**src/rtl/reset_sequencer.sv**
```systemverilog
// Reset release sequencer: waits for a stable synchronized PLL lock, then releases
// the downstream domain resets one at a time and watches for lock loss or timeout.
module reset_sequencer #(
  parameter int NUM_DOMAINS        = 4,
  parameter int LOCK_STABLE_CYCLES = 16,
  parameter int STAGE_DELAY        = 8,
  parameter int LOCK_TIMEOUT       = 1024,
  parameter int SW_RST_HOLD        = 4
) (
  input  logic                   clk,
  input  logic                   rst_n,
  input  logic                   pll_locked,
  input  logic                   sw_rst_req,
  output logic [NUM_DOMAINS-1:0] domain_rst_n,
  output logic                   seq_done,
  output logic                   lock_fault,
  output logic [2:0]             seq_state
);

  typedef enum logic [2:0] {
    S_RESET_HOLD = 3'd0,
    S_WAIT_LOCK  = 3'd1,
    S_RELEASE    = 3'd2,
    S_RUN        = 3'd3,
    S_FAULT      = 3'd4
  } state_t;

  localparam int HW = $clog2(SW_RST_HOLD + 1);
  localparam int SW = $clog2(LOCK_STABLE_CYCLES + 1);
  localparam int TW = $clog2(LOCK_TIMEOUT + 1);
  localparam int GW = $clog2(STAGE_DELAY + 1);
  localparam int DW = $clog2(NUM_DOMAINS + 1);

  localparam logic [HW-1:0] HOLD_LAST  = HW'(SW_RST_HOLD - 1);
  localparam logic [SW-1:0] STAB_LAST  = SW'(LOCK_STABLE_CYCLES - 1);
  localparam logic [SW-1:0] STAB_MAX   = SW'(LOCK_STABLE_CYCLES);
  localparam logic [TW-1:0] TMO_LAST   = TW'(LOCK_TIMEOUT - 1);
  localparam logic [TW-1:0] TMO_MAX    = TW'(LOCK_TIMEOUT);
  localparam logic [GW-1:0] STAGE_LAST = GW'(STAGE_DELAY - 1);
  localparam logic [DW-1:0] DOM_LAST   = DW'(NUM_DOMAINS - 1);

  logic lock_m, lock_s;

  state_t                 state, state_next;
  logic [HW-1:0]          hold_cnt, hold_next;
  logic [SW-1:0]          stab_cnt, stab_next;
  logic [TW-1:0]          tmo_cnt, tmo_next;
  logic [GW-1:0]          stage_cnt, stage_next;
  logic [DW-1:0]          dom_idx, dom_next;
  logic [NUM_DOMAINS-1:0] rst_next;

  // NOTE: sequential state uses non-blocking assignments so every flop samples
  // pre-edge values; blocking here would turn the 2-flop synchronizer into one flop.
  always_ff @(posedge clk) begin
    if (!rst_n) begin
      lock_m <= 1'b0;
      lock_s <= 1'b0;
    end else begin
      lock_m <= pll_locked;
      lock_s <= lock_m;
    end
  end

  always_ff @(posedge clk) begin
    if (!rst_n) begin
      state        <= S_RESET_HOLD;
      hold_cnt     <= '0;
      stab_cnt     <= '0;
      tmo_cnt      <= '0;
      stage_cnt    <= '0;
      dom_idx      <= '0;
      domain_rst_n <= '0;
      seq_done     <= 1'b0;
      lock_fault   <= 1'b0;
    end else begin
      state        <= state_next;
      hold_cnt     <= hold_next;
      stab_cnt     <= stab_next;
      tmo_cnt      <= tmo_next;
      stage_cnt    <= stage_next;
      dom_idx      <= dom_next;
      domain_rst_n <= rst_next;
      seq_done     <= (state_next == S_RUN);
      lock_fault   <= (state_next == S_FAULT);
    end
  end

  assign seq_state = state;

  // NOTE: every variable gets a default before the case so no path leaves one
  // unassigned, which would otherwise infer a latch.
  always_comb begin
    state_next = state;
    hold_next  = hold_cnt;
    stab_next  = stab_cnt;
    tmo_next   = tmo_cnt;
    stage_next = stage_cnt;
    dom_next   = dom_idx;
    rst_next   = domain_rst_n;

    case (state)
      S_RESET_HOLD: begin
        rst_next   = '0;
        stab_next  = '0;
        tmo_next   = '0;
        stage_next = '0;
        dom_next   = '0;
        if (hold_cnt == HOLD_LAST) begin
          state_next = S_WAIT_LOCK;
          hold_next  = '0;
        end else begin
          hold_next = hold_cnt + 1'b1;
        end
      end

      S_WAIT_LOCK, S_FAULT: begin
        rst_next  = '0;
        stab_next = !lock_s ? '0 : (stab_cnt == STAB_MAX) ? stab_cnt : stab_cnt + 1'b1;
        if (state == S_WAIT_LOCK && tmo_cnt != TMO_MAX) tmo_next = tmo_cnt + 1'b1;
        // Stability is tested first so it wins a tie with the timeout.
        if (lock_s && stab_cnt == STAB_LAST) begin
          state_next = S_RELEASE;
          stage_next = '0;
          dom_next   = '0;
        end else if (state == S_WAIT_LOCK && tmo_cnt == TMO_LAST) begin
          state_next = S_FAULT;
        end
      end

      S_RELEASE: begin
        if (stage_cnt == STAGE_LAST) begin
          stage_next = '0;
          dom_next   = dom_idx + 1'b1;
          for (int k = 0; k < NUM_DOMAINS; k++) begin
            if (dom_idx == DW'(k)) rst_next[k] = 1'b1;
          end
          if (dom_idx == DOM_LAST) state_next = S_RUN;
        end else begin
          stage_next = stage_cnt + 1'b1;
        end
      end

      S_RUN: rst_next = '1;

      default: begin
        state_next = S_RESET_HOLD;
        hold_next  = '0;
        rst_next   = '0;
      end
    endcase

    // Aborts override the normal transitions; all resets drop together.
    if (sw_rst_req || (!lock_s && (state == S_RELEASE || state == S_RUN))) begin
      state_next = S_RESET_HOLD;
      hold_next  = '0;
      stab_next  = '0;
      tmo_next   = '0;
      stage_next = '0;
      dom_next   = '0;
      rst_next   = '0;
    end
  end

endmodule

```
**config.mk**
```make
export PLATFORM = sky130hd
export DESIGN_NAME = reset_sequencer
export DESIGN_NICKNAME = d
export VERILOG_FILES = /design/src/rtl/reset_sequencer.sv
export SDC_FILE = /design/constraint.sdc
export NUM_CORES = 1
export LEC_CHECK = 0
export BUFFER_PORTS_ARGS = -buffer_cell sky130_fd_sc_hd__clkbuf_2
export CELL_PAD_IN_SITES_DETAIL_PLACEMENT = 2
export CELL_PAD_IN_SITES_GLOBAL_PLACEMENT = 2
export CORE_MARGIN = 4
export CORE_UTILIZATION = 37
export DETAILED_ROUTE_END_ITERATION = 8
export PLACE_DENSITY_LB_ADDON = 0.25
export SYNTH_ARGS = -nofsm -noshare
export SYNTH_HDL_FRONTEND = slang
export SYNTH_SLANG_ARGS = --single-unit
```
**constraint.sdc**
```tcl
create_clock -name clk -period 2.1 [get_ports clk]
set_input_delay 0.105 -clock clk [delete_from_list [all_inputs] [get_ports clk]]
set_output_delay 0.105 -clock clk [all_outputs]
set_load 0.05 [all_outputs]
```
==> results.md, run 1 <==
| Group | Quantity | Reported |
|:---|:---|:---|
| run status | Run status | complete, no violations |
| final layout | Most common cell after layout, fill and taps aside | sky130_fd_sc_hd__dfxtp_1 |
| final layout | Most frequent cells in the layout | sky130_fd_sc_hd__dfxtp_1 (37), sky130_fd_sc_hd__nor2_1 (35), sky130_fd_sc_hd__inv_1 (12), sky130_fd_sc_hd__ha_1 (12), sky130_fd_sc_hd__clkbuf_2 (12) |
| setup path | Highest fanout seen on the critical path | 7 |
| final layout | Final Non-Filler Cells | 312 |
| final layout | Fraction of layout instances using a drive strength above 1 | 18.18% |
| synth | Flip-flop and latch count after synthesis | 37 |
| placement | Number of cells after detailed placement | 304 |
| final layout | Net count, final | 257 |
| grt | Number of global-route vias before repair | 1,800 |
| pwr | Cell area power density | 621.4 nW/um^2 |
| detailed routing | Wire length after detailed routing | 5.100 mm |
| pwr | IR Drop Worst-Case VDD | 0.0002805 V |
| hold path | Type of the tightest min-delay check | input pin to flip-flop |
| detailed routing | Drt pass-1 iters | 4 |
| floorplan | Initial core utilization | 37.95% |
| setup path | Data required, critical path | 2.33 ns |
| detailed routing | Residual DRC count | 0 |
| clocking | H-tree depth | 2 |
| clocking | Maximum number of buffers from clock root to sink | 2 |
| detailed routing | Routed len/inst | 16.35 um |
| detailed routing | Initial detailed-routing violation count | 61 |
| timing | Slew at the pin with the worst max-slew slack | 0.5679 ns |
| clocking | Number of buffers inserted during clock tree synthesis | 5 |
| timing | Final WS setup | 0.2291 ns |
| detailed routing | Vias per inst | 5.353 |
| synth | Sequential share of the synthesized area | 38.22% |
| pwr | Leakage power | 0.8100 nW |
| placement | Post-Place Setup Slack | 0.2421 ns |
| synth | Multiplexer share of the synthesized area | 2.195% |
| placement | Number of input and output port buffers inserted | 12 |
| timing | Clock Skew | 0.003995 ns |
| floorplan | Io pins | 13 |
| setup path | Largest stage delay, worst path | 0.33 ns |
| synth | Synthesized netlist net count | 237 |
| setup path | Worst path arrival time | 2.10 ns |
| synth | Main combinational cell family by area after synthesis | simple AND/OR/NAND/NOR gates |
| floorplan | Horiz. Die Dim | 80.38 um |
| synth | Number of enable-type register cells in the synthesized netlist | 0 |
| synth | Number of standard cells after synthesis | 221 |
| floorplan | Floorplan die height | 80.38 um |
| job | Max-cap violations | 0 |
| grt | Number of antenna violations at the first check in global routing | 0 |
| timing | Worst relative slew slack | 62.09% |
| grt | Pin count of the biggest net entering global routing | 17 |
| timing | Final Slew Violations | 0 |
| floorplan | Rows | 26 |
| synth | Number of distinct standard cells referenced by the synthesized netlist | 49 |
| synth | Post-synthesis share of cell area spent on and, or, nand and nor gates | 27.31% |
| synth | Dominant register cell in the synthesized netlist | sky130_fd_sc_hd__dfxtp_1 |
| detailed routing | Vias post-DR | 1,670 |
| setup path | Critical path capture point type | flip-flop |
| timing | Setup repair after global routing missed its margin | false |
| timing | Minimum clock period | 1.871 ns |
| clocking | Sink count of the clock tree | 37 |
| placement | Final RePlAce weighted congestion | 0.7251 |
| setup path | Worst setup SP type | flip-flop |
| timing | Portion of the clock cycle consumed by the worst path in the final layout | 89.09% |
| grt | Total Routing Usage GR | 17.59% |
| synth | Post-Syn Area per Cell | 8.770 sq um |
| final layout | Synth-to-Final Area Change | 15.75% |
| timing | # setup viols final | 0 |
| setup path | CP most frequent cell | sky130_fd_sc_hd__ha_1 |
| clocking | CTS Root Buffer Type | sky130_fd_sc_hd__clkbuf_8 |
| setup path | Worst path bufs/invs | 1 |
| synth | Compound-gate portion of the synthesized area | 15.88% |
| setup path | Startpoint-to-endpoint class of the critical path | flip-flop to flip-flop |
| grt | Wire length of the first global-routing pass | 8.680 mm |
| synth | Async S/R FF share, synth | 0% |
| placement | Post-detail-place hpwl | 3.751 mm |
| timing | Maximum clock frequency | 0.5345 GHz |
| synth | Count of yosys warnings during synthesis | 0 |
| floorplan | Floorplan core area | 5107 sq um |
| setup path | Crit path cell chain | ha_1, and3_1, ha_1, and2_1, a211oi_2, buf_4, o21ai_0, a21oi_1 |
| timing | Final Hold Vio Count | 0 |
| synth | Post-Synth XOR/XNOR Area | 4.067% |
| clocking | Clock tree from TritonCTS | done |
| synth | Post-Synthesis Cell Area | 1938 sq um |
| grt | Aggregate global routing overflow | 0 |
| detailed routing | Remaining antenna violation count | 0 |
| setup path | Critical path's top delay family | compound AO/OA/AOI/OAI gates |
| synth | Post-Synth Adder-Cell Area | 7.747% |
| clocking | Clock insertion delay at the later pin of the skew report | 0.30 ns |
| final layout | Filler Cell Count | 584 |
| floorplan | Area of the die | 6460 sq um |
| final layout | Ant diodes | 0 |
| setup path | Critical path's slowest cell | sky130_fd_sc_hd__dfxtp_1 |
| clocking | Clock transition at the registers of the reported paths | 0.08 ns |
| timing | Setup total negative slack | 0 ns |
==> registers in the layout, summed over array words and instances (netlist names) <==
register      flops
tmo_cnt          11
lock_fault        1
stab_cnt          5
seq_done          1
hold_cnt          3
seq_state         3
stage_cnt         4
domain_rst_n      4
dom_idx           3
lock_m            1
lock_s            1
==> cell usage after synthesis (2+ instances only) <==
| library cell | instances | area share, % |
|---|---|---|
| sky130_fd_sc_hd__nor4_1 | 2 | 0.65 |
| sky130_fd_sc_hd__nor3_1 | 8 | 2.1 |
| sky130_fd_sc_hd__and3b_1 | 2 | 0.90 |
| sky130_fd_sc_hd__or3b_1 | 2 | 0.90 |
| sky130_fd_sc_hd__o21ai_2 | 2 | 0.90 |
| sky130_fd_sc_hd__a2111oi_2 | 2 | 1.5 |
| sky130_fd_sc_hd__a31oi_1 | 3 | 0.97 |
| sky130_fd_sc_hd__a22oi_1 | 3 | 1.2 |
| sky130_fd_sc_hd__inv_1 | 12 | 2.3 |
| sky130_fd_sc_hd__ha_1 | 12 | 7.7 |
| sky130_fd_sc_hd__nor2b_1 | 2 | 0.65 |
| sky130_fd_sc_hd__o21ai_0 | 7 | 1.8 |
| sky130_fd_sc_hd__xor2_1 | 2 | 0.90 |
| sky130_fd_sc_hd__a211oi_1 | 5 | 1.9 |
| sky130_fd_sc_hd__or3_1 | 2 | 0.65 |
| sky130_fd_sc_hd__dfxtp_1 | 37 | 38 |
| sky130_fd_sc_hd__mux2_2 | 2 | 1.2 |
| sky130_fd_sc_hd__xnor2_1 | 7 | 3.2 |
| sky130_fd_sc_hd__nand3_1 | 5 | 1.3 |
| sky130_fd_sc_hd__nand2_1 | 8 | 1.5 |
| sky130_fd_sc_hd__a311oi_1 | 2 | 0.90 |
| sky130_fd_sc_hd__o21a_1 | 2 | 0.77 |
| sky130_fd_sc_hd__nor3b_1 | 3 | 1.2 |
| sky130_fd_sc_hd__nor2_1 | 35 | 6.8 |
| sky130_fd_sc_hd__mux2i_1 | 2 | 1.0 |
| sky130_fd_sc_hd__nand2b_1 | 5 | 1.6 |
| sky130_fd_sc_hd__buf_2 | 8 | 2.1 |
| sky130_fd_sc_hd__nor4b_1 | 2 | 0.90 |
| sky130_fd_sc_hd__nor4bb_1 | 2 | 1.0 |
| sky130_fd_sc_hd__a21oi_1 | 11 | 2.8 |
| sky130_fd_sc_hd__nand4_1 | 3 | 0.97 |
| sky130_fd_sc_hd__and2_1 | 4 | 1.3 |
==> power by group <==
| part | internal, mW | switching [mW] | total (mW) | leakage, nW |
|---|---|---|---|---|
| Clock | 0.386 | 0.276 | 0.662 | 0.0574 |
| Combinational | 0.0107 | 0.0143 | 0.0250 | 0.454 |
| Sequential | 0.705 | 0.00211 | 0.707 | 0.299 |
| Total | 1.10 | 0.293 | 1.39 | 0.810 |
==> path summary, 6_finish.rpt <==
| kind | from | slack [ns] | end | cells after the start |
|---|---|---|---|---|
| hold reg to reg | lock_m | 0.44 | lock_s | 1 |
| setup reg to reg | stab_cnt[0] | 0.23 | dom_idx[2] | 8 |
| hold / removal | pll_locked | 0.02 | lock_m | 2 |
| setup / recovery | stab_cnt[0] | 0.23 | dom_idx[2] | 8 |
==> what timing repair did <==
item                                    4_1_cts  5_1_grt
endpoints found under the hold margin         0        0
hold buffers                                  0        0
buffers inserted                              0        0
resized for setup                             0        1
endpoints found under the setup margin        0        1
==> layout make-up <==
type | instances | area, sq um | share of cell area [%]
multi-input combinational | 163 | 1115 | 49.69
sequential | 37 | 740.7 | 33.02
timing repair buffer | 22 | 135.1 | 6.023
tap | 70 | 87.58 | 3.904
clock buffer | 6 | 82.58 | 3.681
inverter | 12 | 45.04 | 2.008
clock inverter | 2 | 37.54 | 1.673
==> metrics by stage <==
step	hold slack (ns)	power, mW	util, %	cell area (sq um)
floorplan	0.2267	0.7388	-	1938
detailed placement	0.3248	0.7487	41.45	2117
global route	0.006337	1.444	43.92	2243
finish	0.01875	1.394	43.92	2243
CTS	0.008673	1.413	43.80	2237
global placement	0.3229	0.7480	41.45	2117
==> logic make-up after synthesis <==
kind of cell,Yosys count
mux,4
xor+xnor,9
flops,37
buf+inv,21
compound gates,44
simple gates,94
fa+ha+maj,12
==> worst register-to-register path, delay by kind of cell (launching register included) <==
kind | cells | cell delay, ns
compound gates | 3 | 0.46
fa+ha+maj | 2 | 0.41
simple gates | 2 | 0.41
flops | 1 | 0.33
buf+inv | 1 | 0.19
==> metal layers <==
metal | vias up | track usage (%) | wire, um
met5 | - | 0 | 0
met4 | 0 | 7.095 | 72
met3 | 7 | 3.475 | 103
met2 | 10 | 30.30 | 2626
met1 | 826 | 21.27 | 2298
li1 | 827 | - | -
Power figures use the tool's default switching activity.
==> run 2: changes to the inputs <==
--- a/config.mk
+++ b/config.mk
@@ -12,6 +12,7 @@
 export CORE_UTILIZATION = 37
 export DETAILED_ROUTE_END_ITERATION = 8
 export PLACE_DENSITY_LB_ADDON = 0.25
+export RECOVER_POWER = 50
 export SYNTH_ARGS = -nofsm -noshare
 export SYNTH_HDL_FRONTEND = slang
 export SYNTH_SLANG_ARGS = --single-unit
==> run 2 against run 1 <==
Compared with the run above: design area fell by 0.72%; combinational power decreased by 2%; final cell count unchanged; non-clock buffer count is the same; sequential power hardly changed; flip-flop and latch count is the same; die area stayed put; via count unchanged; wire length up 0.20%; critical path depth shrank 4; setup slack worse by 0.0038 ns; fmax is 0.20% lower; critical endpoint is now tmo_cnt[10]; highest routed layer unchanged.
==> results.md, run 2 (synthesis results as in run 1) <==
| Group | Quantity | Reported | Change |
|:---|:---|:---|:---|
| detailed routing | Met3 WL post-DR | 111 um | was 103 um |
| timing | Slew at the pin with the worst max-slew slack | 0.6142 ns | was 0.5679 ns |
| clocking | CTS Root Buffer Type | sky130_fd_sc_hd__clkbuf_8 | unchanged |
| timing | Final Hold Vio Count | 0 | unchanged |
| detailed routing | Drt pass-1 iters | 4 | unchanged |
| detailed routing | Routed len/inst | 16.38 um | was 16.35 um |
| final layout | Biggest regs | tmo_cnt (11), stab_cnt (5) | unchanged |
| timing | # setup viols final | 0 | unchanged |
| job | Max-cap violations | 0 | unchanged |
| grt | Total Routing Usage GR | 17.59% | unchanged |
| final layout | Largest register FFs | 11 | unchanged |
| clocking | Clock transition at the registers of the reported paths | 0.08 ns | about the same |
| timing | Setup total negative slack | 0 ns | unchanged |
| detailed routing | Initial detailed-routing violation count | 50 | was 61 |
| detailed routing | Remaining antenna violation count | 0 | unchanged |
| hold path | Type of the tightest min-delay check | input pin to flip-flop | unchanged |
| clocking | Sink count of the clock tree | 37 | unchanged |
| clocking | Clock tree from TritonCTS | done | unchanged |
| final layout | Utilization after layout | 43.61% | was 43.92% |
| floorplan | Rows | 26 | unchanged |
| pwr | IR Drop Worst-Case VDD | 0.0002807 V | was 0.0002805 V |
| floorplan | Area of the die | 6460 sq um | unchanged |
| grt | Number of global-route vias before repair | 1,800 | unchanged |
| final layout | Most frequent cells in the layout | sky130_fd_sc_hd__dfxtp_1 (37), sky130_fd_sc_hd__nor2_1 (35), sky130_fd_sc_hd__inv_1 (12), sky130_fd_sc_hd__ha_1 (12) | was sky130_fd_sc_hd__dfxtp_1 (37), sky130_fd_sc_hd__nor2_1 (35), sky130_fd_sc_hd__inv_1 (12), sky130_fd_sc_hd__ha_1 (12), sky130_fd_sc_hd__clkbuf_2 (12) |
| floorplan | Initial core utilization | 37.95% | unchanged |
| detailed routing | Vias post-DR | 1,670 | unchanged |
| grt | Pin count of the biggest net entering global routing | 17 | unchanged |
| pwr | Total power after layout | 1.394 mW | about the same |
| detailed routing | Vias per inst | 5.353 | unchanged |
| pwr | Share of total power in sequential cells | 50.7% | about the same |
| clocking | Number of buffers inserted during clock tree synthesis | 5 | unchanged |
| final layout | Most common cell after layout, fill and taps aside | sky130_fd_sc_hd__dfxtp_1 | unchanged |
| detailed routing | Highest routed layer | met4 | unchanged |
| detailed routing | Wire length after detailed routing | 5.110 mm | was 5.100 mm |
| setup path | Worst setup SP type | flip-flop | unchanged |
| detailed routing | Met2 WL post-DR | 2.628 mm | was 2.626 mm |
| timing | Maximum clock frequency | 0.5334 GHz | was 0.5345 GHz |
| final layout | Filler Cell Count | 584 | unchanged |
| grt | Wire length of the first global-routing pass | 8.680 mm | unchanged |
| grt | Aggregate global routing overflow | 0 | unchanged |
| timing | Setup repair after global routing missed its margin | false | unchanged |
| pwr | Switching share of power | 21.00% | was 20.99% |
| floorplan | Floorplan die height | 80.38 um | unchanged |
| pwr | Switching Power | 0.2928 mW | was 0.2926 mW |
| timing | Portion of the clock cycle consumed by the worst path in the final layout | 89.27% | was 89.09% |
| timing | Minimum clock period | 1.875 ns | was 1.871 ns |
| pwr | Combinational group share of total power | 1.8% | about the same |
| clocking | H-tree depth | 2 | unchanged |
| timing | Final Slew Violations | 0 | unchanged |
| pwr | Clk pwr share | 47.5% | about the same |
| final layout | Net count, final | 257 | unchanged |
| pwr | Cell area power density | 625.9 nW/um^2 | was 621.4 nW/um^2 |
| setup path | Critical path capture point type | flip-flop | unchanged |
| clocking | Clock insertion delay at the later pin of the skew report | 0.30 ns | about the same |
| placement | Post-detail-place hpwl | 3.751 mm | unchanged |
| floorplan | Io pins | 13 | unchanged |
| floorplan | Floorplan core area | 5107 sq um | unchanged |
| clocking | Maximum number of buffers from clock root to sink | 2 | unchanged |
| placement | Number of input and output port buffers inserted | 12 | unchanged |
| detailed routing | Met1 Routed Length | 2.299 mm | was 2.298 mm |
| setup path | Setup slack on the worst flop-to-flop path | 0.23 ns | about the same |
| pwr | Leakage power | 0.7728 nW | was 0.8100 nW |
| setup path | Startpoint-to-endpoint class of the critical path | flip-flop to flip-flop | unchanged |
| final layout | Register ranked first by flip-flop count | tmo_cnt | unchanged |
| pwr | Int Power | 1.101 mW | about the same |
| setup path | Highest fanout seen on the critical path | 16 | was 7 |
| placement | Final RePlAce weighted congestion | 0.7251 | unchanged |
| grt | Number of antenna violations at the first check in global routing | 0 | unchanged |
| timing | Worst relative slew slack | 59.23% | was 62.09% |
| setup path | Data required, critical path | 2.27 ns | was 2.33 ns |
| run status | Run status | complete, no violations | unchanged |
| final layout | Synth-to-Final Area Change | 14.91% | was 15.75% |
| setup path | Worst path arrival time | 2.04 ns | was 2.10 ns |
| floorplan | Horiz. Die Dim | 80.38 um | unchanged |
| final layout | Fraction of layout instances using a drive strength above 1 | 13.64% | was 18.18% |
| final layout | Ant diodes | 0 | unchanged |
| detailed routing | Residual DRC count | 0 | unchanged |
| timing | Clock Skew | 0.003977 ns | was 0.003995 ns |
| clocking | Post-CTS Hold Buffers | 0 | unchanged |
## run 2: cell types whose count changed in the layout (fill, tap and decap cells not counted), sizes merged
cell and delta:
buf -1, clkbuf +1
## run 2: critical path, cell delays in order, from the launching register on
cell                       delay, ns
sky130_fd_sc_hd__dfxtp_1        0.68
sky130_fd_sc_hd__mux2_2         0.39
sky130_fd_sc_hd__o21ai_0        0.16
sky130_fd_sc_hd__clkbuf_1       0.40
sky130_fd_sc_hd__nor2_1         0.11
## run 2: power groups by stage
stage | Sequential (mW) | Clock (mW) | Combinational, mW
CTS | 0.707 | 0.680 | 0.0255
global placement | 0.723 | 0 | 0.0248
detailed placement | 0.723 | 0 | 0.0253
floorplan | 0.723 | 0 | 0.0159
global route | 0.707 | 0.709 | 0.0280
finish | 0.707 | 0.663 | 0.0246
## run 2: timing repair
item,4_1_cts,5_1_grt
resized for setup,0,1
setup endpoints to repair,0,1
setup buffers,0,0
## run 2: area by class of cell
class                      instances  area [sq um]  area share (%)
multi-input combinational        163          1115           50.06
sequential                        37         740.7           33.26
timing repair buffer              22         118.9           5.337
tap                               70         87.58           3.933
clock buffer                       6         82.58           3.708
inverter                          12         45.04           2.022
clock inverter                     2         37.54           1.685
## run 2: path summary, 6_finish.rpt
path                      from           to  cells after the start
setup / recovery  seq_state[1]  tmo_cnt[10]                      4
hold / removal      pll_locked       lock_m                      2
hold reg to reg         lock_m       lock_s                      1
setup reg to reg  seq_state[1]  tmo_cnt[10]                      4
## run 2: through the flow
stage | instances | instance area (sq um) | hold WS (ns) | setup slack (ns)
after floorplan | 221 | 1938 | 0.2267 | 0.2272
after detailed placement | 304 | 2117 | 0.3248 | 0.2421
after global routing | 312 | 2227 | 0.006337 | 0.06838
final | 312 | 2227 | 0.01881 | 0.2253
after CTS | 312 | 2237 | 0.008673 | 0.2074
after global placement | 304 | 2117 | 0.3229 | 0.2745
## run 2: layer usage
| metal | global-route usage (%) | vias to the layer above |
|---|---|---|
| met3 | 3.475 | 7 |
| met1 | 21.27 | 826 |
| met5 | 0 | - |
| li1 | - | 827 |
| met4 | 7.095 | 0 |
| met2 | 30.30 | 10 |
==> run 3: changes to the inputs <==
==> constraint.sdc (replaced) <==
create_clock -name clk -period 2.1 [get_ports clk]
set_input_delay 0.21 -clock clk [delete_from_list [all_inputs] [get_ports clk]]
set_output_delay 0.21 -clock clk [all_outputs]
set_load 0.05 [all_outputs]
==> run 3 against run 2 <==
Compared with the run above: register-to-register slack lost 0.07 ns; wire length grew 8.0%; sequential share of layout area grew 0.24 points; die area is the same; via count grew 2.8%; first-iteration DRC count shrank 2.0%; flip-flop and latch count is the same; clock skew grew 0.0017 ns; critical endpoint is now dom_idx[0]; largest power group unchanged.
==> results.md, run 3 (synthesis results as in run 1) <==
| Group | Quantity | Reported | Change |
|:---|:---|:---|:---|
| timing | Worst relative slew slack | 58.82% | was 59.23% |
| detailed routing | Remaining antenna violation count | 0 | unchanged |
| timing | Clock Skew | 0.005654 ns | was 0.003977 ns |
| clocking | CTS Root Buffer Type | sky130_fd_sc_hd__clkbuf_8 | unchanged |
| clocking | Sink count of the clock tree | 37 | unchanged |
| setup path | Critical path capture point type | flip-flop | unchanged |
| floorplan | Horiz. Die Dim | 80.38 um | unchanged |
| timing | Maximum clock frequency | 0.5140 GHz | was 0.5334 GHz |
| timing | Setup total negative slack | 0 ns | unchanged |
| setup path | Data required, critical path | 2.28 ns | was 2.27 ns |
| detailed routing | Wire length after detailed routing | 5.518 mm | was 5.110 mm |
| grt | Number of global-route vias before repair | 1,892 | was 1,800 |
| grt | Pin count of the biggest net entering global routing | 17 | unchanged |
| timing | Final Slew Violations | 0 | unchanged |
| floorplan | Area of the die | 6460 sq um | unchanged |
| floorplan | Floorplan core area | 5107 sq um | unchanged |
| setup path | Worst setup SP type | flip-flop | unchanged |
| detailed routing | Vias post-DR | 1,716 | was 1,670 |
| final layout | Register ranked first by flip-flop count | tmo_cnt | unchanged |
| final layout | Net count, final | 258 | was 257 |
| hold path | Type of the tightest min-delay check | input pin to flip-flop | unchanged |
| detailed routing | Residual DRC count | 0 | unchanged |
| detailed routing | Drt pass-1 iters | 4 | unchanged |
| clocking | Clock transition at the registers of the reported paths | 0.08 ns | about the same |
| clocking | H-tree depth | 2 | unchanged |
| pwr | Total power after layout | 1.295 mW | was 1.394 mW |
| final layout | Largest register FFs | 11 | unchanged |
| clocking | Maximum number of buffers from clock root to sink | 2 | unchanged |
| setup path | Worst path arrival time | 2.13 ns | was 2.04 ns |
| floorplan | Floorplan die height | 80.38 um | unchanged |
| placement | Final RePlAce weighted congestion | 0.7206 | was 0.7251 |
| final layout | Biggest regs | tmo_cnt (11), stab_cnt (5) | unchanged |
| placement | Post-detail-place hpwl | 3.955 mm | was 3.751 mm |
| setup path | Highest fanout seen on the critical path | 7 | was 16 |
| clocking | Buffers inserted during post-CTS setup optimization | 0 | unchanged |
| placement | Number of input and output port buffers inserted | 12 | unchanged |
| timing | Final Hold Vio Count | 0 | unchanged |
| pwr | Leakage power | 0.7670 nW | was 0.7728 nW |
| pwr | Cell area power density | 585.9 nW/um^2 | was 625.9 nW/um^2 |
| setup path | Startpoint-to-endpoint class of the critical path | flip-flop to flip-flop | unchanged |
| floorplan | Initial core utilization | 37.95% | unchanged |
| final layout | Ant diodes | 0 | unchanged |
| grt | Aggregate global routing overflow | 0 | unchanged |
| grt | Wire length of the first global-routing pass | 9.239 mm | was 8.680 mm |
| grt | Number of antenna violations at the first check in global routing | 0 | unchanged |
| clocking | Clock tree from TritonCTS | done | unchanged |
| final layout | Fraction of layout instances using a drive strength above 1 | 14.81% | was 13.64% |
| grt | Total Routing Usage GR | 18.63% | was 17.59% |
| job | Max-cap violations | 0 | unchanged |
| timing | Portion of the clock cycle consumed by the worst path in the final layout | 92.65% | was 89.27% |
| timing | Minimum clock period | 1.946 ns | was 1.875 ns |
| floorplan | Io pins | 13 | unchanged |
| detailed routing | Initial detailed-routing violation count | 49 | was 50 |
| clocking | Clock insertion delay at the later pin of the skew report | 0.29 ns | was 0.30 ns |
| final layout | Synth-to-Final Area Change | 14.07% | was 14.91% |
| timing | Slew at the pin with the worst max-slew slack | 0.6203 ns | was 0.6142 ns |
| final layout | Most common cell after layout, fill and taps aside | sky130_fd_sc_hd__dfxtp_1 | unchanged |
| pwr | IR Drop Worst-Case VDD | 0.0002502 V | was 0.0002807 V |
| detailed routing | Vias per inst | 5.482 | was 5.353 |
| final layout | Most frequent cells in the layout | sky130_fd_sc_hd__dfxtp_1 (37), sky130_fd_sc_hd__nor2_1 (35), sky130_fd_sc_hd__inv_1 (12), sky130_fd_sc_hd__ha_1 (12), sky130_fd_sc_hd__a21oi_1 (11) | was sky130_fd_sc_hd__dfxtp_1 (37), sky130_fd_sc_hd__nor2_1 (35), sky130_fd_sc_hd__inv_1 (12), sky130_fd_sc_hd__ha_1 (12) |
| run status | Run status | complete, no violations | unchanged |
| timing | Setup repair after global routing missed its margin | false | unchanged |
| floorplan | Rows | 26 | unchanged |
| final layout | Filler Cell Count | 599 | was 584 |
| clocking | Number of buffers inserted during clock tree synthesis | 5 | unchanged |
| timing | # setup viols final | 0 | unchanged |
| detailed routing | Routed len/inst | 17.63 um | was 16.38 um |
run 3: timing repair:
item,in CTS,in global routing
gates resized for setup,0,1
endpoints found under the setup margin,0,1
hold buffers,0,0
run 3: worst paths after layout:
path | slack (ns) | endpoint | from | depth (start not counted)
worst min register to register | 0.44 | lock_s | lock_m | 1
worst max-delay path | 0.15 | dom_idx[0] | stab_cnt[0] | 8
worst min-delay path | 0.15 | lock_s | rst_n | 2
worst max register to register | 0.15 | dom_idx[0] | stab_cnt[0] | 8
run 3: area by class of cell:
type,count,area [sq um],share of cell area [%]
multi-input cells,163,1107,50.08
flip-flops and latches,37,740.7,33.50
repair buffers,23,128.9,5.829
clock buffers,7,96.34,4.358
well taps,70,87.58,3.962
inverters,12,45.04,2.037
clock inverters,1,5.005,0.2264
run 3: where the power goes:
group	leakage, nW	internal, mW	switching [mW]	total (mW)
Sequential	0.299	0.705	0.00211	0.707
Clock	0.0542	0.297	0.265	0.562
Combinational	0.414	0.0118	0.0154	0.0272
run 3: critical path, cell delays in order, from the launching register on:
cell and delay [ns]:
sky130_fd_sc_hd__dfxtp_1 0.38, sky130_fd_sc_hd__ha_1 0.18, sky130_fd_sc_hd__and3_1 0.17, sky130_fd_sc_hd__ha_1 0.21, sky130_fd_sc_hd__nor4bb_1 0.38, sky130_fd_sc_hd__a211oi_2 0.09
sky130_fd_sc_hd__buf_4 0.18, sky130_fd_sc_hd__o21ai_0 0.16, sky130_fd_sc_hd__a21oi_1 0.08
run 3: per-stage QoR:
step / hold WS [ns] / util [%] / cell area [sq um] / setup slack (ns) / cells
global placement: 0.4216 / 41.60 / 2125 / 0.2966 / 305
detailed placement: 0.4326 / 41.60 / 2125 / 0.2146 / 305
floorplan: 0.3317 / - / 1938 / 0.2272 / 221
finish: 0.1460 / 43.29 / 2211 / 0.1544 / 313
global route: 0.1489 / 43.29 / 2211 / 0.06438 / 313
CTS: 0.1380 / 43.58 / 2226 / 0.1646 / 313
run 3: per-layer routing:
layer	global-route usage [%]	part of all wire [%]	vias up
li1	-	-	821
met4	7.095	1.4	0
met1	20.68	43	863
met3	3.475	2.4	9
met5	0	0	-
met2	34.69	53	23
